--- config.mk ---
export PLATFORM = sky130hd
export DESIGN_NAME = alu_accumulator_seq_flat
export DESIGN_NICKNAME = d
export VERILOG_FILES = /design/src/rtl/alu_accumulator_seq_if.sv /design/src/rtl/alu_accumulator_seq.sv /design/src/flat_wrapper.sv
export SDC_FILE = /design/constraint.sdc
export NUM_CORES = 1
export LEC_CHECK = 0
export ABC_AREA = 1
export BUFFER_PORTS_ARGS = -buffer_cell sky130_fd_sc_hd__buf_4
export CORE_MARGIN = 3
export CORE_UTILIZATION = 45
export CTS_BUF_LIST = sky130_fd_sc_hd__clkbuf_8
export CTS_CLUSTER_DIAMETER = 60
export DETAILED_ROUTE_END_ITERATION = 16
export GPL_TIMING_DRIVEN = 0
export MAX_ROUTING_LAYER = met4
export PLACE_DENSITY = 0.83
export SYNTH_ARGS = -nofsm -noshare
export SYNTH_HDL_FRONTEND = slang
export SYNTH_SLANG_ARGS = --single-unit
--- constraint.sdc ---
create_clock -name CLOCK -period 3.7 [get_ports CLOCK]
set_clock_uncertainty 0.2 [all_clocks]
set_input_delay 0.555 -clock CLOCK [delete_from_list [all_inputs] [get_ports CLOCK]]
set_output_delay 0.555 -clock CLOCK [all_outputs]
set_load 0.1 [all_outputs]
--- src/rtl/alu_accumulator_seq_if.sv ---
// Operand/result bus between the accumulator sequencer and the combinational ALU.
interface alu_accumulator_seq_if #(parameter int N = 4);
  logic [N-1:0] alu_x;
  logic [N-1:0] alu_y;
  logic [2:0]   alu_op;
  logic [N-1:0] alu_f;
  logic [3:0]   alu_flags;

  modport master (output alu_x, alu_y, alu_op, input alu_f, alu_flags);
  modport slave  (input alu_x, alu_y, alu_op, output alu_f, alu_flags);
endinterface

--- src/rtl/alu_accumulator_seq.sv ---
// Press-to-execute sequencer: button sync/edge detect, accumulator, and a
// one-shot IDLE->ISSUE->HOLD cycle that captures the external ALU result.
module alu_accumulator_seq_btn (
  input  logic clk,
  input  logic rst,
  input  logic fill,
  input  logic raw,
  output logic pulse
);
  logic s1, s2, hist, armed;

  // armed stays low until the button is seen released after reset, so a
  // button held through reset never fires on its own.
  always_ff @(posedge clk) begin
    if (rst) begin
      s1    <= 1'b0;
      s2    <= 1'b0;
      hist  <= 1'b0;
      armed <= 1'b0;
    end else begin
      s1    <= raw;
      s2    <= s1;
      hist  <= s2;
      armed <= armed | (fill & ~s1);
    end
  end

  assign pulse = s2 & ~hist & armed;
endmodule

module alu_accumulator_seq #(
  parameter int N     = 4,
  parameter int CNT_W = 8
) (
  input  logic                 CLOCK,
  input  logic                 RESET,
  input  logic                 btn_clear,
  input  logic                 btn_load,
  input  logic                 btn_exec,
  input  logic [N-1:0]         din,
  input  logic [2:0]           op,
  alu_accumulator_seq_if.master alu,
  output logic [N-1:0]         acc,
  output logic [3:0]           flags_q,
  output logic                 sticky_v,
  output logic [CNT_W-1:0]     op_count,
  output logic                 busy
);
  typedef enum logic [1:0] {IDLE, ISSUE, HOLD} state_t;

  state_t       state, state_nxt;
  logic         fill;
  logic [2:0]   pulse;
  logic         p_clr, p_ld, p_ex;
  logic         do_ld, do_ex, do_cap;
  logic [N-1:0] y_reg;
  logic [2:0]   op_reg;

  alu_accumulator_seq_btn u_btn [2:0] (
    .clk   (CLOCK),
    .rst   (RESET),
    .fill  (fill),
    .raw   ({btn_clear, btn_load, btn_exec}),
    .pulse (pulse)
  );

  assign p_clr = pulse[2];
  assign p_ld  = pulse[1];
  assign p_ex  = pulse[0];

  assign alu.alu_x  = acc;
  assign alu.alu_y  = y_reg;
  assign alu.alu_op = op_reg;

  always_comb begin
    state_nxt = state;
    busy      = (state != IDLE);
    do_ld     = p_ld & ~p_clr & (state == IDLE);
    do_ex     = p_ex & ~p_clr & ~p_ld & (state == IDLE);
    do_cap    = (state == ISSUE) & ~p_clr;
    case (state)
      IDLE:    if (do_ex) state_nxt = ISSUE;
      ISSUE:   state_nxt = HOLD;
      HOLD:    state_nxt = IDLE;
      default: state_nxt = IDLE;
    endcase
    if (p_clr) state_nxt = IDLE;
  end

  always_ff @(posedge CLOCK) begin
    if (RESET) begin
      state    <= IDLE;
      fill     <= 1'b0;
      acc      <= '0;
      flags_q  <= '0;
      sticky_v <= 1'b0;
      op_count <= '0;
      y_reg    <= '0;
      op_reg   <= '0;
    end else begin
      state <= state_nxt;
      fill  <= 1'b1;
      if (p_clr) begin
        acc      <= '0;
        flags_q  <= '0;
        sticky_v <= 1'b0;
        op_count <= '0;
      end else if (do_ld) begin
        acc <= din;
      end else if (do_cap) begin
        acc      <= alu.alu_f;
        flags_q  <= alu.alu_flags;
        sticky_v <= sticky_v | alu.alu_flags[1];
        if (op_count != {CNT_W{1'b1}}) op_count <= op_count + CNT_W'(1);
      end
      if (do_ex) begin
        y_reg  <= din;
        op_reg <= op;
      end
    end
  end
endmodule

--- src/flat_wrapper.sv ---
// flat-port wrapper written by rule: the top's interface ports become plain ports
module alu_accumulator_seq_flat 
#(
  parameter int N     = 4,
  parameter int CNT_W = 8
)
  (CLOCK, RESET, btn_clear, btn_load, btn_exec, din, op, acc, flags_q, sticky_v, op_count, busy, alu_alu_x, alu_alu_y, alu_alu_op, alu_alu_f, alu_alu_flags);
  alu_accumulator_seq_if #(.N(N)) alu_i ();
  input  logic CLOCK;
  input  logic RESET;
  input  logic btn_clear;
  input  logic btn_load;
  input  logic btn_exec;
  input  logic [N-1:0] din;
  input  logic [2:0] op;
  output logic [N-1:0] acc;
  output logic [3:0] flags_q;
  output logic sticky_v;
  output logic [CNT_W-1:0] op_count;
  output logic busy;
  output wire logic [$bits(alu_i.alu_x)-1:0] alu_alu_x;
  output wire logic [$bits(alu_i.alu_y)-1:0] alu_alu_y;
  output wire logic [$bits(alu_i.alu_op)-1:0] alu_alu_op;
  input wire logic [$bits(alu_i.alu_f)-1:0] alu_alu_f;
  input wire logic [$bits(alu_i.alu_flags)-1:0] alu_alu_flags;
  assign alu_alu_x = alu_i.alu_x;
  assign alu_alu_y = alu_i.alu_y;
  assign alu_alu_op = alu_i.alu_op;
  assign alu_i.alu_f = alu_alu_f;
  assign alu_i.alu_flags = alu_alu_flags;
  alu_accumulator_seq #(.N(N), .CNT_W(CNT_W)) u_core (.CLOCK(CLOCK), .RESET(RESET), .btn_clear(btn_clear), .btn_load(btn_load), .btn_exec(btn_exec), .din(din), .op(op), .alu(alu_i), .acc(acc), .flags_q(flags_q), .sticky_v(sticky_v), .op_count(op_count), .busy(busy));
endmodule
Word-level counts from Yosys, hierarchy flattened. Cells that the tools add are included.

Register bits after elaboration: 39. Bits of input ports: 20. Output and inout bits: 29.

Add/sub/neg operators: 1. Equality and inequality tests: 3. Muxes and demuxes: 5. Bitwise logic cells: 28. Reductions and logical operators: 6.

Operators by type and width (count): 1-bit AND (15); 1-bit inverter (9); 8-bit by 1-bit adder with 8-bit output, second input constant (1); 4-bit two-way mux (2); 8-bit != test, second input constant (1); 1-bit bitwise OR (4); 2-bit one-hot mux with 2 select lines (1); 2-bit nonzero test (2); 3-bit AND reduction (1); 2-bit by 1-bit == test with 1-bit output, second input constant (1); 2-bit logical NOT (1); 2-bit two-way mux (1); 2-bit by 1-bit != test with 1-bit output, second input constant (1); 2-bit AND reduction (1); 2-bit OR reduction (1); 1-bit two-way mux (1).

Depth between registers and ports, before layout. Gate-level depths: netlist (run 1).

Depth in word-level cells: 9. Mapped depth: 9. Gate-level depth less buffers: 9.

Hierarchy. From an unflattened synthesis (run 1), not the netlist that was laid out.

Cell total of the unflattened synthesis: 209. Area total of the unflattened synthesis: 1581.5 µm².

Modules (own cells, without submodules): alu_accumulator_seq (times used 1, cells each 167, area each 1187.4 µm², sequential area each 540.5 µm²); alu_accumulator_seq_btn (times used 3, cells each 14, area each 131.4 µm², sequential area each 80.1 µm²).

Least setup slack after synthesis (run 1). Ideal clock, no wire load.

Path type: reg-to-reg. From: reg u_core.op_count[0]. To: reg u_core.op_count[7]. Library setup time: 0.117 ns. Arrival time: 1.917 ns. Data required time: 3.383 ns. Setup slack: 1.466 ns. Stages on the path, launching flop included: 9. Buffers on the path: 0. Path through: dfxtp_1 -> ha_1 -> nand2_1 -> nor2_4 -> nand2_1 -> nand2_4 -> nor2_1 -> nor2_1 -> nor2_1.

Longest elaborated chain between the ends: 2. Elaborated cells between the ends (all ways): 3.

Ends and longest elaborated chain: start, declared (RTL line alu_accumulator_seq.sv:46) `output logic [CNT_W-1:0] op_count,`; start signal, assigned (RTL line alu_accumulator_seq.sv:114) `if (op_count != {CNT_W{1'b1}}) op_count <= op_count + CNT_W'(1);`; branches (longest 2 deep; another with 8-bit by 1-bit adder with 8-bit output).

Parallel ways; which one is timed is not known. A chain may end at the register's enable or synchronous reset.

Worst setup path in the final report (run 1).
From: reg u_core.state[0]. To: out busy.

Longest elaborated chain between the ends: 1.

Ends and longest elaborated chain: start, declared (RTL line alu_accumulator_seq.sv:51) `state_t state, state_nxt;`; start signal, assigned (RTL line alu_accumulator_seq.sv:101) `state <= state_nxt;`; 2-bit nonzero test (RTL line alu_accumulator_seq.sv:77) `busy = (state != IDLE);`; end, declared (RTL line flat_wrapper.sv:20) `output logic busy;`.

No other way between the ends.

==> qor.yml, run 1 <==
cts_inserted_buffers: 5
critPathLaunchType: "flip-flop"
required_ps: 2940
drc: 0
hold_viol_final: 0
cp.arrival_ps: 1090
drv_cap: 0
design.die.area_sq_um: 4274
yosys_warnings: 0
critPathLaunch: "u_core.state[0]"
placed_cells: 308
grt_usage: 0.1723
path_clk_slew_ps: 70
cts_buffer_depth: 2
post-place-ws_ps: 2027
cts_setup_buffers: 0
wire_per_inst_um: 10.21
worstHoldPathType: "reg2reg"
final_cell_mix: "nor2_1, buf_4, dfxtp_1"
die_h_um: 65.38
netlist_area_sq_um: 1587
fmaxAchievable_mhz: 541.1
status: "completed"
cp-end-kind: "primary output"
final_antenna_net_count: 0
synth_cell_types: 23
ys_ff_latch: 39
syn-num-nets: 237
tightest_slew_ps: 394.8
syn_to_final_growth_pct: 32.49
final_cells: 316
tns_ps: 0
portBuffers: 48
drive_above_1_share: 0.2721
worst_path_max_delay_cell: "dfxtp_1"
drt_iter0_drc: 98
place.gp.congestion: 0.8852
layout_commonest_cell: "nor2_1"
grt-ovfl-total: 0
grt_pass1_vias: 1306
drt_wl_total_mm: 3.225
r2r_setup_slack_ps: 2140
cts_root_buffer: "clkbuf_8"
coreArea_sq_um: 3203
crit_family: "flip-flops"
routed-via-count: 1460
dp_hpwl_mm: 2.431
slew_viol_final: 0
synth.avg_cell_area_sq_um: 7.345
layout_min_cycle_time_ps: 1848
first_pass_iters: 4
clk_latency_ps: 290
yosys.area.top_type: "dfxtp_1"
cts_tree: "built"
post_cts_resize_count: 0
grt_first_pass_wirelength_mm: 5.547
antenna_found_initial: 0
timing.final.crit_share: 0.4995
crit_buf_inv: 2
cts.sinks: 39
synthTopCellsByArea: "dfxtp_1, nor2_1, nand2_1"
p_per_area_nw_per_um2: 395.8
crit_path_max_fanout: 6
ioPinCount: 49
worstHoldStart: "u_core.u_btn[1].s2"
fp-row-count: 20
ys_seq_area_frac: 0.4921
die_w_um: 65.38
power_leakage_nw: 0.9746
htreeDepth: 2
viasPerCell: 4.620
ir_worst_vdd_v: 0.0002972
n_antenna_cell: 0
path_cells: "nor2_4, inv_2, buf_4"
crit_path_max_incr_delay_ps: 400
ctsHoldBuffers: 0
timing.rr.start: "u_core.op_count[0]"
start_util: 0.4953
finalSetupViolations: 0
critical_path_class: "reg2out"
slew_headroom: 0.7368
setup_slack_ps: 1852
yosysTopAreaCellShare: 0.4921
fin_nets: 292
grt_max_degree: 12
synthCells: 216
rsz0062_at_grt: "no"
==> final timing paths <==
kind                           to  cells after the start
min reg2reg  u_core.u_btn[1].hist                      2
min          u_core.u_btn[1].hist                      2
max                          busy                      3
max reg2reg    u_core.op_count[5]                      9
==> logic make-up (layout without fill, tap and decap cells) <==
group / after synthesis / in the layout / synth area share
buffers and inverters: 37 / 93 / 0.1025
DFF: 39 / 39 / 0.4921
and+or+nand+nor: 115 / 115 / 0.3155
AOI/OAI and AO/OA: 22 / 22 / 0.07098
xor gates and xnor gates: 2 / 2 / 0.01104
adders and majority gates: 1 / 1 / 0.007885
==> flip-flops by register name, summed over array words and instances, names as in the netlist <==
signal,count
u_core.sticky_v,1
u_core.alu.alu_y,4
u_core.alu.alu_op,3
u_core.op_count,8
u_core.flags_q,4
u_core.u_btn.armed,3
u_core.u_btn.hist,3
u_core.fill,1
u_core.acc,4
u_core.u_btn.s1,3
u_core.u_btn.s2,3
u_core.state,2
==> where the power goes <==
part / leakage [nW] / internal (mW) / switching [mW]
clock: 0.0557 / 0.167 / 0.139
combinational: 0.602 / 0.0289 / 0.0602
sequential: 0.317 / 0.431 / 0.00611
total: 0.975 / 0.627 / 0.205
==> synth_stat cells <==
cell type / n
a21oi_1: 10
buf_2: 1
buf_4: 4
buf_6: 1
clkbuf_1: 1
dfxtp_1: 39
ha_1: 1
inv_1: 26
inv_2: 4
nand2_1: 36
nand2_2: 1
nand2_4: 1
nand3_1: 5
nand3_2: 1
nand4_1: 6
nor2_1: 58
nor2_2: 2
nor2_4: 3
nor3_1: 1
o21ai_0: 11
o21bai_1: 1
or2_2: 1
xor2_1: 2
==> worst min-delay path: cells and delay by family, from the launching register on <==
kind / cells / cell delay (ps)
buf+inv: 1 / 50
flops: 1 / 310
simple gates: 1 / 30
==> routing by layer <==
layer / vias up / GRT usage / part of all wire / wire (um)
met5: - / - / 0 / 0
met3: 5 / 0.03590 / 0.056 / 182
met4: 0 / 0.09585 / 0.019 / 61
met1: 646 / 0.2030 / 0.47 / 1522
met2: 37 / 0.2743 / 0.45 / 1457
li1: 772 / - / - / -
==> through the flow <==
| stage | total power [mW] | hold WS (ps) | utilization | area [sq um] |
|---|---|---|---|---|
| after floorplan | 0.5049 | 203.3 | - | 1587 |
| after global routing | 0.8654 | 254.1 | 0.6563 | 2102 |
| after global placement | 0.5340 | 210.3 | 0.6250 | 2002 |
| after detailed placement | 0.5357 | 220.5 | 0.6250 | 2002 |
| after CTS | 0.8414 | 230.5 | 0.6563 | 2102 |
| final | 0.8320 | 227.8 | 0.6563 | 2102 |
==> layout make-up <==
type	count	area [sq um]
fillers	308	1101
flip-flops and latches	39	780.7
multi-input cells	140	643.1
repair buffers	48	360.3
inverters	30	112.6
clock buffers	7	96.34
well taps	44	55.05
plain buffers	7	50.05
clock inverters	1	3.754
No activity file was read; power rests on OpenSTA's default activity.
==> inputs of run 2 (changes only) <==
==> constraint.sdc (replaced) <==
create_clock -name CLOCK -period 1.8 [get_ports CLOCK]
set_clock_uncertainty 0.2 [all_clocks]
set_input_delay 0.27 -clock CLOCK [delete_from_list [all_inputs] [get_ports CLOCK]]
set_output_delay 0.27 -clock CLOCK [all_outputs]
set_load 0.1 [all_outputs]
==> qor.yml, run 2 (synthesized netlist as in run 1, its figures left out) <==
critPathLaunchType: "primary input"
r2r_setup_slack_ps: 250  # -1890 ps
wl_met3_um: 215  # +18%
tns_ps: 0  # unchanged
post-place-ws_ps: 268.1  # -1759 ps
critical_path_class: "in2reg"
die_w_um: 65.38  # unchanged
reg2reg_depth: 8  # -1
viasPerCell: 4.631  # +0.24%
routed-via-count: 1482  # +1.5%
coreArea_sq_um: 3203  # unchanged
drv_cap: 0  # unchanged
grt_pass1_vias: 1384  # +6.0%
portBuffers: 48  # unchanged
drive_above_1_share: 0.3152  # +0.04316
path_clk_slew_ps: 70  # about the same
regMostFlops: "u_core.op_count"
cts_setup_buffers: 0  # unchanged
cts_inserted_buffers: 5  # unchanged
die_h_um: 65.38  # unchanged
grt_first_pass_wirelength_mm: 5.844  # +5.4%
rsz0062_at_grt: "no"
slew_headroom: 0.7270  # -0.009815
drc: 0  # unchanged
start_util: 0.4953  # unchanged
grt_max_degree: 14  # +2
worstHoldPathType: "in2reg"
final_antenna_net_count: 0  # unchanged
crit_path_max_fanout: 9  # +3
hold_viol_final: 0  # unchanged
cp-end-kind: "flip-flop"
place.gp.congestion: 0.8488  # -4.1%
power.total_mw: 1.649  # +98%
cts.sinks: 39  # unchanged
regArea_sq_um: 800.8  # +2.6%
n_antenna_cell: 0  # unchanged
layout_commonest_cell: "nor2_1"
tightest_slew_ps: 409.5  # +14.72 ps
holdPathEnd: "u_core.flags_q[0]"
design.die.area_sq_um: 4274  # unchanged
wl_met2_mm: 1.644  # +13%
holdPathStages: 3  # +1
antenna_found_initial: 0  # unchanged
top_layer: "met4"
multi_input_area_sq_um: 643.1  # unchanged
wl_met1_mm: 1.469  # -3.5%
ioPinCount: 49  # unchanged
cts_buffer_depth: 2  # unchanged
cp.arrival_ps: 1690  # +600 ps
drt_wl_total_mm: 3.384  # +4.9%
reg2reg_to: "u_core.op_count[0]"
placed_cells: 308  # unchanged
wire_per_inst_um: 10.58  # +3.6%
status: "completed"
required_ps: 1820  # -1120 ps
final_cells: 320  # +1.3%
cts_root_buffer: "clkbuf_8"
grt-ovfl-total: 0  # unchanged
drt_iter0_drc: 44  # -55%
first_pass_iters: 4  # unchanged
grt_usage: 0.1805  # +0.008154
finalSetupViolations: 0  # unchanged
cts_tree: "built"
fp-row-count: 20  # unchanged
timing.final.crit_share: 0.9277
power_leakage_nw: 0.9868  # +1.3%
syn_to_final_growth_pct: 35.49
timing.rr.start: "u_core.op_count[0]"
fillers: 293  # -4.9%
ir_worst_vdd_v: 0.0006599  # +120%
fin_nets: 296  # +1.4%
layout_min_cycle_time_ps: 1670
p_per_area_nw_per_um2: 767.2  # +94%
dp_hpwl_mm: 2.602  # +7.1%
final_cell_mix: "nor2_1, buf_4, nand2_1"
largest_reg_flops: 8  # unchanged
worstHoldStart: "alu_alu_flags[0]"
setup_slack_ps: 130.2  # -1722 ps
slew_viol_final: 0  # unchanged
clk_latency_ps: 290  # about the same
htreeDepth: 2  # unchanged
fmaxAchievable_mhz: 598.9
run 2: cell types whose count changed in the layout (fill, tap and decap cells not counted), sizes merged:
cell / delta
clkinvlp: +1
clkbuf: -2
clkinv: +1
dlygate4sd3: +4
run 2: how the worst max path moves through the flow:
stage                             from                 end  cells after the start
detailed placement  u_core.op_count[0]  u_core.op_count[5]                      9
finish                           RESET   u_core.flags_q[3]                      7
global placement    u_core.op_count[0]  u_core.op_count[5]                      9
floorplan           u_core.op_count[2]  u_core.op_count[5]                      5
global route                     RESET   u_core.flags_q[3]                      7
CTS                              RESET   u_core.flags_q[3]                      7
run 2: layout make-up:
type / count / area share
sequential: 39 / 0.3725
multi-input combinational: 140 / 0.2992
timing repair buffer: 52 / 0.1863
inverter: 30 / 0.05239
clock buffer: 5 / 0.03201
tap: 44 / 0.02561
buffer: 7 / 0.02328
clock inverter: 3 / 0.008731
run 2: critical path: stages:
cell and delay [ps]:
dlygate4sd3_1 530, buf_4 150, inv_1 170, nand2_1 150, inv_1 180, o21ai_0 120
nor2_1 100
run 2: through the flow:
step / hold slack, ps / util / area, sq um
global placement: 208.4 / 0.6313 / 2022
finish: 11.96 / 0.6711 / 2150
floorplan: 142.4 / - / 1607
global route: 10.35 / 0.6711 / 2150
CTS: 4.792 / 0.6711 / 2150
detailed placement: 216.7 / 0.6313 / 2022
run 2: layer usage:
layer  track usage  up-vias
li1              -      779
met1        0.1976      656
met2        0.3110       41
met3       0.04615        6
met4       0.07513        0
met5             -        -
run 2: what timing repair did:
item                                   4_1_cts  5_1_grt
endpoints found under the hold margin        6        0
hold buffers                                 4        0
resized for setup                            0        0
run 2: report_power, final:
part | leakage (nW) | internal (mW) | total, mW | switching (mW)
clock network | 0.0445 | 0.270 | 0.563 | 0.293
logic | 0.618 | 0.0651 | 0.191 | 0.126
registers | 0.324 | 0.882 | 0.895 | 0.0127
